### src/rtl/imem_dump_unit.sv
// imem_dump_unit: reads a word range from a sync-read memory and streams it MSB-first as bytes; DUMP_CHECKSUM_EN appends an XOR checksum byte
module imem_dump_unit #(
  parameter int ADDR_WIDTH = 8,
  parameter int DATA_WIDTH = 32
) (
  input  logic                  clk,
  input  logic                  rst,
  input  logic                  start,
  input  logic [ADDR_WIDTH-1:0] base_addr,
  input  logic [ADDR_WIDTH:0]   word_count,
  output logic                  busy,
  output logic                  done,
  output logic                  mem_rd_en,
  output logic [ADDR_WIDTH-1:0] mem_addr,
  input  logic [DATA_WIDTH-1:0] mem_rd_data,
  output logic                  tx_valid,
  output logic [7:0]            tx_data,
  input  logic                  tx_ready
);
  localparam int BPW = DATA_WIDTH / 8;
  localparam logic [7:0] LAST_IDX = 8'(BPW - 1);
  localparam logic [ADDR_WIDTH:0] MAX_CNT = {1'b1, {ADDR_WIDTH{1'b0}}};
  localparam logic [ADDR_WIDTH:0] ONE_CNT = {{ADDR_WIDTH{1'b0}}, 1'b1};
  localparam logic [2:0] S_IDLE   = 3'd0;
  localparam logic [2:0] S_READ   = 3'd1;
  localparam logic [2:0] S_LATCH  = 3'd2;
  localparam logic [2:0] S_SEND   = 3'd3;
  localparam logic [2:0] S_FINISH = 3'd5;
`ifdef DUMP_CHECKSUM_EN
  localparam logic [2:0] S_CSUM   = 3'd4;
  logic [7:0] csum_q, csum_d;
`endif
  logic [2:0]            state_q, state_d;
  logic                  busy_q, busy_d, done_q, done_d, rd_en_q, rd_en_d, tx_valid_q, tx_valid_d;
  logic [ADDR_WIDTH-1:0] addr_q, addr_d;
  logic [ADDR_WIDTH:0]   left_q, left_d;
  logic [DATA_WIDTH-1:0] shift_q, shift_d, shift_nx;
  logic [7:0]            idx_q, idx_d, tx_data_q, tx_data_d;
  logic                  hs;
  assign busy      = busy_q;
  assign done      = done_q;
  assign mem_rd_en = rd_en_q;
  assign mem_addr  = addr_q;
  assign tx_valid  = tx_valid_q;
  assign tx_data   = tx_data_q;
  assign hs        = tx_valid_q && tx_ready;
  always_comb begin
    state_d    = state_q;
    done_d     = 1'b0;
    rd_en_d    = 1'b0;
    tx_valid_d = tx_valid_q;
    tx_data_d  = tx_data_q;
    addr_d     = addr_q;
    left_d     = left_q;
    shift_d    = shift_q;
    shift_nx   = shift_q << 8;
    idx_d      = idx_q;
`ifdef DUMP_CHECKSUM_EN
    csum_d     = csum_q;
`endif
    case (state_q)
      S_IDLE: if (start) begin
`ifdef DUMP_CHECKSUM_EN
        csum_d = 8'h00;
`endif
        if (word_count != '0) begin
          state_d = S_READ;
          rd_en_d = 1'b1;
          addr_d  = base_addr;
          left_d  = (word_count > MAX_CNT) ? MAX_CNT : word_count;
        end else begin
`ifdef DUMP_CHECKSUM_EN
          state_d    = S_CSUM;
          tx_valid_d = 1'b1;
          tx_data_d  = 8'h00;
`else
          state_d = S_FINISH;
          done_d  = 1'b1;
`endif
        end
      end
      S_READ: state_d = S_LATCH;
      S_LATCH: begin
        state_d    = S_SEND;
        shift_d    = mem_rd_data;
        tx_data_d  = mem_rd_data[DATA_WIDTH-1 -: 8];
        tx_valid_d = 1'b1;
        idx_d      = 8'd0;
      end
      S_SEND: if (hs) begin
`ifdef DUMP_CHECKSUM_EN
        csum_d = csum_q ^ tx_data_q;
`endif
        if (idx_q != LAST_IDX) begin
          idx_d     = idx_q + 8'd1;
          shift_d   = shift_nx;
          tx_data_d = shift_nx[DATA_WIDTH-1 -: 8];
        end else begin
          tx_valid_d = 1'b0;
          left_d     = left_q - ONE_CNT;
          if (left_q > ONE_CNT) begin
            state_d = S_READ;
            rd_en_d = 1'b1;
            addr_d  = addr_q + 1'b1;
          end else begin
`ifdef DUMP_CHECKSUM_EN
            state_d    = S_CSUM;
            tx_valid_d = 1'b1;
            tx_data_d  = csum_q ^ tx_data_q;
`else
            state_d = S_FINISH;
            done_d  = 1'b1;
`endif
          end
        end
      end
`ifdef DUMP_CHECKSUM_EN
      S_CSUM: if (hs) begin
        state_d    = S_FINISH;
        tx_valid_d = 1'b0;
        done_d     = 1'b1;
      end
`endif
      default: state_d = S_IDLE;
    endcase
    busy_d = state_d != S_IDLE;
  end
  always_ff @(posedge clk) begin
    if (rst) begin
      state_q    <= S_IDLE;
      busy_q     <= 1'b0;
      done_q     <= 1'b0;
      rd_en_q    <= 1'b0;
      tx_valid_q <= 1'b0;
      tx_data_q  <= 8'h00;
      addr_q     <= '0;
      left_q     <= '0;
      shift_q    <= '0;
      idx_q      <= 8'd0;
`ifdef DUMP_CHECKSUM_EN
      csum_q     <= 8'h00;
`endif
    end else begin
      state_q    <= state_d;
      busy_q     <= busy_d;
      done_q     <= done_d;
      rd_en_q    <= rd_en_d;
      tx_valid_q <= tx_valid_d;
      tx_data_q  <= tx_data_d;
      addr_q     <= addr_d;
      left_q     <= left_d;
      shift_q    <= shift_d;
      idx_q      <= idx_d;
`ifdef DUMP_CHECKSUM_EN
      csum_q     <= csum_d;
`endif
    end
  end
endmodule

### config.mk
export PLATFORM = sky130hd
export DESIGN_NAME = imem_dump_unit
export DESIGN_NICKNAME = d
export VERILOG_FILES = /design/src/rtl/imem_dump_unit.sv
export SDC_FILE = /design/constraint.sdc
export NUM_CORES = 1
export LEC_CHECK = 0
export BUFFER_PORTS_ARGS = -buffer_cell sky130_fd_sc_hd__buf_4
export CELL_PAD_IN_SITES_DETAIL_PLACEMENT = 1
export CELL_PAD_IN_SITES_GLOBAL_PLACEMENT = 1
export CORE_ASPECT_RATIO = 0.8
export CORE_UTILIZATION = 39
export CTS_CLUSTER_SIZE = 40
export DETAILED_ROUTE_END_ITERATION = 6
export PLACE_DENSITY = 0.84
export SLEW_MARGIN = 20
export SYNTH_ARGS = -nofsm -noshare
export SYNTH_HDL_FRONTEND = slang
export SYNTH_SLANG_ARGS = --single-unit
### constraint.sdc
create_clock -name clk -period 2.66 [get_ports clk]
set_input_delay 0.665 -clock clk [delete_from_list [all_inputs] [get_ports clk]]
set_output_delay 0.665 -clock clk [all_outputs]
set_load 0.005 [all_outputs]
==> impl_metrics.toml, run 1 <==
[global_route]
grt_max_degree = 65
grt-ovfl-total = 0
grt_pass1_vias = 2949
antenna_found_initial = 0
track_usage = 0.226
grt_pass1_wl_um = 14300

[timing]
period_minus_slack_ns = 2.46
slew_viol_final = 0
hold_violations = 0
fin_skew_ns = 0.00753
setup_viol = 0
maxSlewHeadroom = 0.540
grt_setup_unrepaired = "false"
fin_crit_sh = 0.924
fmax_ghz = 0.407
worst_pin_slew_ns = 0.690
fin_setup_tns_ns = 0

[clocking]
clkTransAtPathRegs_ns = 0.08
cts_setup_buffers = 0
cts_tree = "yes"
cts.sinks = 64
clkLatencyLatePin_ns = 0.35
cts_inserted_buffers = 9
ctsResizeCount = 0
cts_buffer_depth = 2
root_buffer = "clkbuf_8"
cts-htree-levels = 3
cts.hold.buffers_added = 0

[worst_setup_path]
cp_top_family = "simple AND/OR/NAND/NOR gates"
critical_path_arrival_ns = 2.73
cpPeakStageDelay_ns = 0.51
reg2reg_to = "mem_addr[0]$_SDFFE_PP0P_"
worst-path-buf-inv = 0
rrSetupSlack_ns = 0.20
worstRegToRegCells = 6
crit_fanout = 18
crit_chain = "ha_1, or4b_4, nor4_4, a21oi_2, or3_1, a31oi_1"
r2r_start = "idx_q[1]$_SDFFE_PP0P_"
startpoint_type = "register"
worstSetupPathType = "register to register"
crit_slowest_cell = "or4b_4"
crit_path_end_kind = "register"
cp_data_required_time_ns = 2.93

[synth]
yosys_warnings = 0
ys.flop_type = "dfxtp_1"
synth_seq_cells = 64
synth_area_leader_cell = "dfxtp_1"
ys_types = 45
synth_top_area_share = 0.420
synth_async_sr_flop_share = 0
synth_area_leaders = "dfxtp_1 (42%), nand2_1 (7.8%), a311oi_1 (7.2%)"
syn_inst = 384
synth_edf_count = 0
syn_area_um2 = 3050
syn_nets = 441
ys_seq_area_frac = 0.420
syn_avg_cell_area_um2 = 7.94

[finish]
final_cell_mix = "buf_4 (82), dfxtp_1 (64), nand2_1 (63)"
n_antenna_cell = 0
post_route_cells_drive_above_1_share = 0.231
syn_to_final_growth_pct = 27.9
regArea_um2 = 1280
multi_input_area_um2 = 1650
nets = 506
final_common_cell = "buf_4"
stdcell_count = 559
n_fill_cell = 958

[floorplan]
core_region_area_um2 = 7500
io_pins = 73
start_util = 0.407
fp.dieH_um = 81.1
die_x_um = 101
die_area_um2 = 8180
num_rows = 28

[drt]
vias_per_cell = 5.37
postRouteAntennaNets = 0
first_pass_iters = 4
drt_wl_total_um = 8710
vias = 3003
avgRoutedWirePerCell_um = 15.6
drcViolationCount = 0
drt_iter0_drc = 100

[place]
io_buffers = 72
globalplace.congestion = 0.840
dp.cells = 543
hpwl_um = 6170

[worst_hold_path]
hold_path_class = "register to register"
whs_endpoint = "shift_q[21]$_SDFFE_PP0P_"
hold_depth = 2
min_from = "shift_q[13]$_SDFFE_PP0P_"

[power]
p_leak_nw = 1.54
ir_drop_mv = 0.269
power.density_nw_per_um2 = 612

[run]
drv_cap = 0

[status]
status = "complete, no violations"
-- metal layers --
| metal | up-vias | GRT usage | part of all wire |
|---|---|---|---|
| li1 | 1516 | - | - |
| met1 | 1409 | 0.287 | 0.47 |
| met2 | 67 | 0.384 | 0.48 |
| met3 | 11 | 0.0542 | 0.044 |
| met4 | 0 | 0.0623 | 0.0085 |
| met5 | - | 0 | 0 |
-- synthesized netlist by cell type, types with 2 or more instances --
master and number:
or4b_1 2, clkbuf_1 23, or2_0 2, xor2_1 4, o31a_1 2, a22oi_1 9
nand3_1 6, nand2_1 63, nor3b_1 5, buf_2 5, inv_1 5, ha_1 4
nand3b_1 3, mux2i_1 2, nor4_1 3, o21a_1 4, a21o_1 3, o21ai_0 8
nor3_1 14, nand2b_1 6, or3_1 3, o211ai_1 2, nor2_1 57, dfxtp_1 64
nand4_1 3, o22ai_1 3, a311oi_1 25, and3_1 5, a21oi_1 23, o32ai_1 3
a31oi_1 5, a211oi_1 3, or2_2 3
-- worst max-delay path by stage --
| stage | startpoint | endpoint | slack [ns] | depth (start not counted) |
|---|---|---|---|---|
| after detailed placement | word_count[5] | mem_addr[3]$_SDFFE_PP0P_ | 0.21 | 7 |
| after floorplan | idx_q[0]$_SDFFE_PP0P_ | mem_addr[0]$_SDFFE_PP0P_ | 0.45 | 6 |
| after global placement | idx_q[0]$_SDFFE_PP0P_ | mem_addr[0]$_SDFFE_PP0P_ | 0.31 | 6 |
| after global routing | idx_q[0]$_SDFFE_PP0P_ | mem_addr[0]$_SDFFE_PP0P_ | 0.06 | 6 |
| after CTS | idx_q[0]$_SDFFE_PP0P_ | mem_addr[0]$_SDFFE_PP0P_ | 0.21 | 6 |
| final | idx_q[1]$_SDFFE_PP0P_ | mem_addr[0]$_SDFFE_PP0P_ | 0.20 | 6 |
-- final cells by class --
| class | count | share of cell area |
|---|---|---|
| clock buffer | 9 | 0.0318 |
| clock inverter | 7 | 0.0202 |
| inverter | 5 | 0.00481 |
| multi-input combinational | 287 | 0.423 |
| sequential | 64 | 0.328 |
| tap | 105 | 0.0337 |
| timing repair buffer | 82 | 0.158 |
-- worst min-delay path: stages (launching register included) --
cell,delay [ns]
dfxtp_1,0.32
nand2_1,0.05
a311oi_1,0.07
-- sequential cells by signal (all words and copies together) (netlist names) --
register and cells:
idx_q 8, tx_valid 1, done 1, shift_q 24, tx_data 8, state_q 3
mem_rd_en 1, mem_addr 8, busy 1, left_q 9
-- report_power, final --
part / switching (mW) / leakage, nW / internal [mW]
Combinational: 0.226 / 0.923 / 0.206
Clock: 0.424 / 0.0929 / 0.442
Sequential: 0.0596 / 0.523 / 1.03
Total: 0.710 / 1.54 / 1.68
-- logic make-up after synthesis --
family / share of synthesized area
buffers and inverters: 0.0427
multiplexers: 0.00657
XOR/XNOR: 0.0144
flip-flops: 0.420
AND/OR/NAND/NOR: 0.280
adder cells (fa/ha/maj): 0.0164
AO/OA/AOI/OAI: 0.220
-- per-stage QoR --
stage | hold WS (ns) | util | power [mW] | cell area, µm² | worst slack [ns]
floorplan | 0.448 | - | 1.35 | 3050 | 0.445
global placement | 0.467 | 0.493 | 1.52 | 3700 | 0.311
detailed placement | 0.472 | 0.493 | 1.54 | 3700 | 0.211
CTS | 0.484 | 0.520 | 2.42 | 3900 | 0.207
global route | 0.499 | 0.520 | 2.50 | 3900 | 0.0553
finish | 0.484 | 0.520 | 2.39 | 3900 | 0.201
Note: power is estimated with default switching activity, not from simulation.
==> run 2, diff against run 1 <==
Clock period 2.66 ns to 2.49 ns, I/O delays scaled along.
==> impl_metrics.toml, run 2 (synthesized netlist as in run 1, its figures left out) <==
[clocking]
clkTransAtPathRegs_ns = 0.07
cts_tree = "yes"
cts_buffer_depth = 2
cts.sinks = 64
cts.hold.buffers_added = 0
cts-htree-levels = 3
cts_inserted_buffers = 9
root_buffer = "clkbuf_8"
clkLatencyLatePin_ns = 0.34
cts_setup_buffers = 0
ctsResizeCount = 0

[timing]
worst_pin_slew_ns = 0.592
setup_viol = 0
slew_viol_final = 0
grt_setup_unrepaired = "false"
maxSlewHeadroom = 0.595
fin_setup_tns_ns = 0
fin_skew_ns = 0.00577
period_minus_slack_ns = 2.25
hold_ws_ns = 0.485
fin_crit_sh = 0.906
fmax_ghz = 0.443
hold_violations = 0

[worst_setup_path]
critical_path_arrival_ns = 2.46
startpoint_type = "register"
cp_data_required_time_ns = 2.69
startpoint = "idx_q[1]$_SDFFE_PP0P_"
crit_slowest_cell = "or4b_4"
crit_path_end_kind = "register"
worstSetupPathType = "register to register"
cpPeakStageDelay_ns = 0.49
rrSetupSlack_ns = 0.24
crit_fanout = 16
r2r_start = "idx_q[1]$_SDFFE_PP0P_"
cp_common_cell = "buf_4"
crit_chain = "ha_1, or4b_4, nor4_4, buf_4, a21oi_2, buf_4, o21ai_0, a21oi_1"

[place]
io_buffers = 72
hpwl_um = 6390
place_area_um2 = 3730
globalplace.congestion = 0.835

[power]
swShare = 0.283
power.density_nw_per_um2 = 636
power_switching_uw = 705
combPwrFrac = 0.189
ir_drop_mv = 0.291
clkPwrFrac = 0.342
pwr-share-seq = 0.469
p_leak_nw = 1.56
p_int_mw = 1.78

[floorplan]
fp.dieH_um = 81.1
die_area_um2 = 8180
io_pins = 73
core_region_area_um2 = 7500
num_rows = 28
die_x_um = 101
start_util = 0.407

[finish]
nets = 509
design_area_um2 = 3910
final_cell_mix = "buf_4 (84), dfxtp_1 (64), nand2_1 (63)"
largest_register_ffs = 24
top_register = "shift_q"
syn_to_final_growth_pct = 28.4
post_route_cells_drive_above_1_share = 0.230
reg.largest.list = "shift_q (24), left_q (9)"
n_antenna_cell = 0
final_common_cell = "buf_4"

[drt]
drt_wl_total_um = 9120
vias = 3101
avgRoutedWirePerCell_um = 16.2
drcViolationCount = 0
postRouteAntennaNets = 0
first_pass_iters = 4
vias_per_cell = 5.52
drt_iter0_drc = 133

[global_route]
grt_max_degree = 56
grt-ovfl-total = 0
grt_pass1_vias = 3059
grt_pass1_wl_um = 14800
antenna_found_initial = 0
track_usage = 0.235

[worst_hold_path]
hold_path_class = "register to register"
min_from = "shift_q[23]$_SDFFE_PP0P_"

[status]
status = "complete, no violations"

[run]
drv_cap = 0
==> run 2: changes by cell type in the layout (fill, tap and decap cells not counted), sizes merged <==
| cell | before | now |
|---|---|---|
| clkinv | 0 | 3 |
| clkinvlp | 3 | 0 |
| clkbuf | 9 | 12 |
| inv | 8 | 5 |
| buf | 82 | 85 |
==> run 2: through the flow <==
stage / setup WS (ns) / utilization / power, mW / cells
6_report: 0.235 / 0.522 / 2.49 / 562
5_1_grt: 0.0704 / 0.522 / 2.62 / 562
4_1_cts: 0.0875 / 0.522 / 2.51 / 562
3_5_place_dp: 0.104 / 0.498 / 1.66 / 546
3_3_place_gp: 0.238 / 0.498 / 1.63 / 546
2_1_floorplan: 0.275 / - / 1.45 / 384
==> run 2: power by group through the flow <==
| stage | Combinational, mW | Sequential, mW | Clock [mW] |
|---|---|---|---|
| floorplan | 0.278 | 1.17 | 0 |
| global placement | 0.448 | 1.18 | 0 |
| detailed placement | 0.466 | 1.19 | 0 |
| CTS | 0.473 | 1.17 | 0.871 |
| global route | 0.521 | 1.18 | 0.917 |
| finish | 0.471 | 1.17 | 0.851 |
==> run 2: worst max-delay path: cells and delay by family, from the launching register on <==
| kind | cells | cell delay, ns |
|---|---|---|
| DFF | 1 | 0.38 |
| buffers and inverters | 2 | 0.40 |
| AOI/OAI and AO/OA | 3 | 0.36 |
| and+or+nand+nor | 2 | 0.79 |
| adders and majority gates | 1 | 0.19 |
==> run 2: layout make-up <==
cell class	instances	area (µm²)
Fill cell	955	3580
Multi-Input combinational cell	287	1650
Sequential cell	64	1280
Timing Repair Buffer	85	651
Clock buffer	12	135
Tap cell	105	131
Clock inverter	4	45.0
Inverter	5	18.8
==> run 2: path summary, 6_finish.rpt <==
path	to	cells after the start
worst min register to register	tx_data[7]$_SDFFE_PP0P_	2
worst max-delay path	mem_addr[7]$_SDFFE_PP0P_	8
worst min-delay path	tx_data[7]$_SDFFE_PP0P_	2
worst max register to register	mem_addr[7]$_SDFFE_PP0P_	8
==> run 2: layer usage <==
layer,GRT usage,share of wire,up-vias
met5,0,0,-
met4,0.0565,0.0078,0
met3,0.0654,0.045,6
met2,0.400,0.50,71
met1,0.298,0.45,1503
li1,-,-,1521
